File: config.mk
export PLATFORM = sky130hd
export DESIGN_NAME = br_update_arbiter
export DESIGN_NICKNAME = d
export VERILOG_FILES = /design/src/rtl/br_upd_pkg.sv /design/src/rtl/br_upd_fifo.sv /design/src/rtl/br_update_arbiter.sv
export SDC_FILE = /design/constraint.sdc
export NUM_CORES = 1
export LEC_CHECK = 0
export CORE_UTILIZATION = 35
export CTS_BUF_LIST = sky130_fd_sc_hd__clkbuf_4
export CTS_CLUSTER_DIAMETER = 150
export CTS_CLUSTER_SIZE = 25
export DETAILED_ROUTE_END_ITERATION = 10
export PLACE_DENSITY = 0.61
export SYNTH_ARGS = -nofsm -noshare
export SYNTH_HDL_FRONTEND = slang
export SYNTH_HIERARCHICAL = 1
export SYNTH_SLANG_ARGS = --single-unit
File: constraint.sdc
create_clock -name i_clk -period 16.7 [get_ports i_clk]
set_input_delay 2.505 -clock i_clk [delete_from_list [all_inputs] [get_ports i_clk]]
set_output_delay 2.505 -clock i_clk [all_outputs]
set_load 0.02 [all_outputs]
File: src/rtl/br_upd_pkg.sv
// Shared types for the branch-update path between the BRUs and branch_unit.
package br_upd_pkg;

  typedef struct packed {
    logic [31:0] pc;
    logic [31:0] target;
    logic        taken;
  } br_upd_t;

  localparam int BR_UPD_W = 65;

  function automatic br_upd_t mk_upd(input logic [31:0] pc, input logic [31:0] target,
                                     input logic taken);
    br_upd_t u;
    u.pc     = pc;
    u.target = target;
    u.taken  = taken;
    return u;
  endfunction

endpackage

File: src/rtl/br_upd_fifo.sv
// In-order update queue: DEPTH entries, up to two writes and one read per cycle, 1-cycle write-to-read.
// No internal backpressure; the caller must never write past DEPTH (it gates on count).
module br_upd_fifo
  import br_upd_pkg::*;
#(
  parameter int DEPTH = 4,
  parameter int AW    = $clog2(DEPTH)
) (
  input  logic          clk,
  input  logic          rst_n,
  input  logic          flush,
  input  logic [1:0]    wr_cnt,
  input  br_upd_t       wr_dat0,
  input  br_upd_t       wr_dat1,
  input  logic          rd_en,
  output br_upd_t       rd_dat,
  output logic [AW:0]   count
);

  br_upd_t       mem [DEPTH];
  logic [AW-1:0] wptr;
  logic [AW-1:0] rptr;
  logic [AW-1:0] wptr_p1;
  logic [AW:0]   count_nxt;

  assign wptr_p1 = wptr + AW'(1);
  assign rd_dat  = mem[rptr];

  always_comb begin
    count_nxt = count + {{(AW-1){1'b0}}, wr_cnt} - {{AW{1'b0}}, rd_en};
  end

  always_ff @(posedge clk or negedge rst_n) begin
    if (!rst_n) begin
      wptr  <= '0;
      rptr  <= '0;
      count <= '0;
    end else if (flush) begin
      wptr  <= '0;
      rptr  <= '0;
      count <= '0;
    end else begin
      wptr  <= wptr + AW'(wr_cnt);
      rptr  <= rptr + AW'(rd_en);
      count <= count_nxt;
    end
  end

  // Storage carries no reset; occupancy alone decides what is valid.
  always_ff @(posedge clk) begin
    if (!flush) begin
      if (wr_cnt != 2'd0) mem[wptr] <= wr_dat0;
      if (wr_cnt == 2'd2) mem[wptr_p1] <= wr_dat1;
    end
  end

endmodule

File: src/rtl/br_update_arbiter.sv
// Serialises two-lane branch resolutions onto one branch_unit update port (optional stats: BR_UPD_STATS_EN).
// Latency 1 cycle via bypass on an empty queue; one update emitted per cycle at most.
// o_ready low drops the whole input cycle; branch_unit never backpressures.
module br_update_arbiter
  import br_upd_pkg::*;
#(
  parameter int DEPTH = 4,
  parameter int CNT_W = 16
) (
  input  logic             i_clk,
  input  logic             i_rst_n,
  input  logic             i_upd0_valid,
  input  logic             i_upd0_taken,
  input  logic [31:0]      i_upd0_pc,
  input  logic [31:0]      i_upd0_target,
  input  logic             i_upd1_valid,
  input  logic             i_upd1_taken,
  input  logic [31:0]      i_upd1_pc,
  input  logic [31:0]      i_upd1_target,
  input  logic             i_kill1,
  input  logic             i_flush,
  output logic             o_ready,
  output logic             o_br_update_en,
  output logic             o_br_update_valid,
  output logic             o_br_update_taken,
  output logic [31:0]      o_br_update_pc,
  output logic [31:0]      o_br_update_target
`ifdef BR_UPD_STATS_EN
  ,
  output logic [CNT_W-1:0] o_drop_cnt,
  output logic [CNT_W-1:0] o_full_cyc_cnt
`endif
);

  localparam int AW = $clog2(DEPTH);
  localparam logic [AW:0] RDY_MAX = (AW+1)'(DEPTH - 2);

  br_upd_t     lane0;
  br_upd_t     lane1;
  br_upd_t     head;
  br_upd_t     out_dat;
  br_upd_t     wr_dat0;
  br_upd_t     wr_dat1;
  logic [1:0]  wr_cnt;
  logic [AW:0] count;
  logic        acc0;
  logic        acc1;
  logic        drop;
  logic        take0;
  logic        take1;
  logic        rd_en;
  logic        out_en;

  assign lane0 = mk_upd(i_upd0_pc, i_upd0_target, i_upd0_taken);
  assign lane1 = mk_upd(i_upd1_pc, i_upd1_target, i_upd1_taken);

  assign o_ready = (count <= RDY_MAX);
  assign acc0    = i_upd0_valid;
  assign acc1    = i_upd1_valid & ~i_kill1;
  assign drop    = ~i_flush & ~o_ready & (acc0 | acc1);
  assign take0   = acc0 & ~drop & ~i_flush;
  assign take1   = acc1 & ~drop & ~i_flush;

  // Oldest first: queue head, then lane 0, then lane 1; the rest goes to the tail in order.
  always_comb begin
    out_en  = 1'b0;
    out_dat = head;
    rd_en   = 1'b0;
    wr_cnt  = 2'd0;
    wr_dat0 = lane0;
    wr_dat1 = lane1;
    if (i_flush) begin
      out_en = 1'b0;
    end else if (count != '0) begin
      out_en = 1'b1;
      rd_en  = 1'b1;
      wr_cnt = {1'b0, take0} + {1'b0, take1};
      if (!take0) wr_dat0 = lane1;
    end else if (take0) begin
      out_en  = 1'b1;
      out_dat = lane0;
      wr_cnt  = {1'b0, take1};
      wr_dat0 = lane1;
    end else if (take1) begin
      out_en  = 1'b1;
      out_dat = lane1;
    end
  end

  br_upd_fifo #(.DEPTH(DEPTH)) u_fifo (
    .clk     (i_clk),
    .rst_n   (i_rst_n),
    .flush   (i_flush),
    .wr_cnt  (wr_cnt),
    .wr_dat0 (wr_dat0),
    .wr_dat1 (wr_dat1),
    .rd_en   (rd_en),
    .rd_dat  (head),
    .count   (count)
  );

  always_ff @(posedge i_clk or negedge i_rst_n) begin
    if (!i_rst_n) begin
      o_br_update_en     <= 1'b0;
      o_br_update_taken  <= 1'b0;
      o_br_update_pc     <= '0;
      o_br_update_target <= '0;
    end else begin
      o_br_update_en <= out_en;
      if (out_en) begin
        o_br_update_taken  <= out_dat.taken;
        o_br_update_pc     <= out_dat.pc;
        o_br_update_target <= out_dat.target;
      end
    end
  end

  assign o_br_update_valid = o_br_update_en;

`ifdef BR_UPD_STATS_EN
  logic [CNT_W:0] drop_sum;
  logic [CNT_W:0] full_sum;

  assign drop_sum = {1'b0, o_drop_cnt} +
                    (drop ? ((CNT_W+1)'(acc0) + (CNT_W+1)'(acc1)) : '0);
  assign full_sum = {1'b0, o_full_cyc_cnt} + (CNT_W+1)'(~o_ready);

  always_ff @(posedge i_clk or negedge i_rst_n) begin
    if (!i_rst_n) begin
      o_drop_cnt     <= '0;
      o_full_cyc_cnt <= '0;
    end else begin
      o_drop_cnt     <= drop_sum[CNT_W] ? '1 : drop_sum[CNT_W-1:0];
      o_full_cyc_cnt <= full_sum[CNT_W] ? '1 : full_sum[CNT_W-1:0];
    end
  end
`endif

endmodule

==> out/metrics.yaml <==
run_status:
  status: "completed"
cts:
  cts.sinks: 333
  cts_root_buf: "clkbuf_4"
  cts.repair.resized: 0
  cts.reportedPaths.clkPinSlew_ns: 0.23
  cts_tree: "done"
  post-cts-setup-buffer-count: 0
  hold_buffers: 0
  htreeDepth: 1
  clock_path_buffers: 3
  clk_latency_ns: 0.76
  numCtsBuffers: 17
power_and_ir_drop:
  seqPwrFrac_pct: 43.0
  p_int_mw: 1.65
  pwr_density_cell_mw_per_mm2: 122
  combPwrFrac_pct: 44.0
  power_mw: 2.58
  total_leakage_power_nw: 7.11
  clockPowerShare_pct: 13.0
  swShare_pct: 36.1
  p_sw_uw: 932
  vdd_ir_drop_max_mv: 0.124
floorplanning:
  core_mm2: 0.0515
  die_h_um: 231
  die_w_um: 231
  initial_utilization_pct: 35.6
  die-area_mm2: 0.0533
  num_rows: 83
  pin_count: 204
timing:
  worstMarginPinSlew_ns: 1.09
  drv_slew: 0
  fin_crit_sh_pct: 36.7
  max_freq_mhz: 163
  finalHoldViolCount: 0
  rsz0062_at_grt: "false"
  slew_headroom_pct: 27.5
  finalSetupViolCount: 0
  setup_tns_ns: 0
  setup_slack_ns: 10.57
  final.min_clock_period_ns: 6.13
  holdWs_ns: 0.588
  worst_clock_skew_ns: 0.0520
place:
  dp_hpwl_um: 30900
  gp_congestion: 0.754
  dp.cells: 2023
  port-buffer-count: 203
  dp_slack_ns: 9.81
layout:
  finalNonFillerCells: 2054
  drive_above_1_share_pct: 37.6
  syn_to_final_growth_pct: 15.2
  fillers: 4800
  final_nets: 1506
  area.sequential_mm2: 0.00964
  multi_input_area_mm2: 0.00813
global_route:
  grt-ovfl-total: 0
  grt_max_degree: 68
  antenna_found_initial: 5
  grt_use_total_pct: 18.8
  grt_pass1_vias: 12100
  grt_pass1_wl_um: 76400
synthesis:
  synth_cell_types: 43
  syn_area_per_cell_um2: 15.1
  synth_area_mm2: 0.0183
  synthCells: 1218
  ys_ff_latch: 333
  ys_seq_area_share_pct: 52.6
  syn_nets: 1362
  yosysWarnings: 6
hold_path:
  whs_endpoint: "o_br_update_target[26]"
  hold_path_class: "register to register"
  hold_depth: 2
  min-delay-start: "o_br_update_target[26]"
critical_path:
  r2r_slack_ns: 12.36
  rr_startpoint: "u_fifo/count[0]"
  reg2reg_depth: 7
  critPathKind: "input pin to register"
  cp_max_fo: 40
  start_kind: "input pin"
  end_kind: "register"
  cp_data_required_time_ns: 17.08
  arrival_ns: 6.51
  r2r-end: "u_fifo/mem[2][13]"
routing:
  ant_nets: 0
  drtIter0Drc: 926
  first_pass_iters: 5
  wire_per_inst_um: 24.8
  routed_wl_um: 50900
  drc: 0
  post_drt_via_cell_ratio: 5.59
  vias: 11500
flow_run:
  drv_cap: 0
-- logic make-up (layout without fill, tap and decap cells) --
| family | count (synthesis) | after routing | synth area share (%) |
|---|---|---|---|
| fa+ha+maj | 8 | 8 | 0.587 |
| simple gates | 160 | 160 | 3.62 |
| xor+xnor | 6 | 6 | 0.287 |
| buf+inv | 114 | 268 | 3.69 |
| flops | 333 | 333 | 52.6 |
| compound gates | 207 | 207 | 9.26 |
| mux | 390 | 390 | 30.0 |
| other cells | 0 | 2 | 0 |
-- power groups by stage --
| stage | logic [mW] | registers, mW | clock network, mW |
|---|---|---|---|
| after floorplan | 0.665 | 1.20 | 0 |
| after global placement | 1.12 | 1.13 | 0 |
| after detailed placement | 1.13 | 1.13 | 0 |
| after CTS | 1.14 | 1.12 | 0.350 |
| after global routing | 1.22 | 1.13 | 0.370 |
| final | 1.14 | 1.11 | 0.336 |
-- cells in the final DEF, fill, tap and decap left out, types with 26 or more instances in the layout --
master / instances
dfrtp_1: 71
mux2_4: 100
mux2_2: 225
nor2_1: 136
clkbuf_4: 27
buf_4: 26
clkdlybuf4s50_1: 202
o22ai_1: 65
a21oi_1: 67
mux4_2: 65
o221ai_2: 50
edfxtp_1: 260
-- flip-flops by register name, indices dropped and copies added (netlist names) --
register and cells:
o_br_update_en 1, o_br_update_target 32, u_fifo/wptr 2, o_br_update_pc 32, u_fifo/rptr 2, u_fifo/count 3, o_br_update_taken 1, u_fifo/mem 260
-- metrics by stage --
step                      util [%]  area [um^2]
final                         41.0        21100
after global routing          41.0        21100
after CTS                     41.0        21100
after detailed placement      40.6        20900
after global placement        40.6        20900
after floorplan                  -        18300
-- worst max-delay path, cell delays in order --
cell,delay (ns)
clkdlybuf4s50_1,0.39
buf_4,0.24
a211oi_1,0.46
nand2_1,0.15
ha_1,0.31
nand2_1,0.05
a21oi_1,0.35
o21bai_1,0.15
or2_2,0.31
a21oi_4,0.82
buf_4,0.69
-- worst max path at each step --
stage	startpoint	depth (start not counted)	end	slack, ns
floorplan	i_flush	8	u_fifo/mem[1][0]	7.65
global placement	i_flush	11	u_fifo/mem[2][30]	9.83
detailed placement	i_flush	11	u_fifo/mem[2][27]	9.81
CTS	i_flush	11	u_fifo/mem[2][11]	10.61
global route	i_flush	11	u_fifo/mem[2][11]	10.30
finish	i_flush	11	u_fifo/mem[2][13]	10.57
-- synthesized netlist by cell type --
cell | instances | area (um^2)
edfxtp_1 | 260 | 7810
mux2_2 | 225 | 2530
nor2_1 | 137 | 514
mux2_4 | 100 | 1500
dfrtp_1 | 73 | 1830
a21oi_1 | 69 | 345
mux4_2 | 65 | 1460
o22ai_1 | 65 | 407
o221ai_2 | 50 | 751
buf_2 | 38 | 190
clkbuf_1 | 34 | 128
o221ai_1 | 15 | 131
buf_6 | 13 | 146
inv_1 | 10 | 37.5
buf_4 | 7 | 52.6
ha_1 | 7 | 87.6
buf_1 | 6 | 22.5
nand2_1 | 5 | 18.8
xnor2_1 | 5 | 43.8
buf_12 | 4 | 80.1
nor2b_1 | 4 | 25.0
a211oi_1 | 3 | 22.5
nor3_1 | 2 | 10.0
nor4_1 | 2 | 12.5
a211o_1 | 1 | 8.76
a21o_1 | 1 | 7.51
a311oi_1 | 1 | 8.76
and2_1 | 1 | 6.26
buf_8 | 1 | 15.0
fa_1 | 1 | 20.0
inv_2 | 1 | 3.75
nand2b_1 | 1 | 6.26
nand2b_2 | 1 | 8.76
nand3_1 | 1 | 5.00
nand3b_1 | 1 | 7.51
nor3_4 | 1 | 16.3
o21bai_1 | 1 | 7.51
o22a_1 | 1 | 8.76
or2_2 | 1 | 6.26
or3_1 | 1 | 6.26
or4_4 | 1 | 11.3
or4b_1 | 1 | 10.0
xor2_1 | 1 | 8.76
-- layout make-up --
| cell class | instances | share of cell area, % |
|---|---|---|
| tap | 680 | 4.03 |
| multi-input combinational | 771 | 38.5 |
| clock buffer | 27 | 0.960 |
| inverter | 11 | 0.213 |
| antenna | 2 | 0.0237 |
| sequential | 333 | 45.6 |
| clock inverter | 2 | 0.118 |
| timing repair buffer | 228 | 10.5 |
-- routing by layer --
layer / vias up / routed length, um / global-route usage (%)
met1: 5991 / 23200 / 26.5
met2: 352 / 24100 / 30.9
met3: 45 / 2800 / 2.84
met5: - / 48 / 0
met4: 6 / 717 / 3.50
li1: 5097 / - / -
Note: power is estimated with default switching activity, not from simulation.
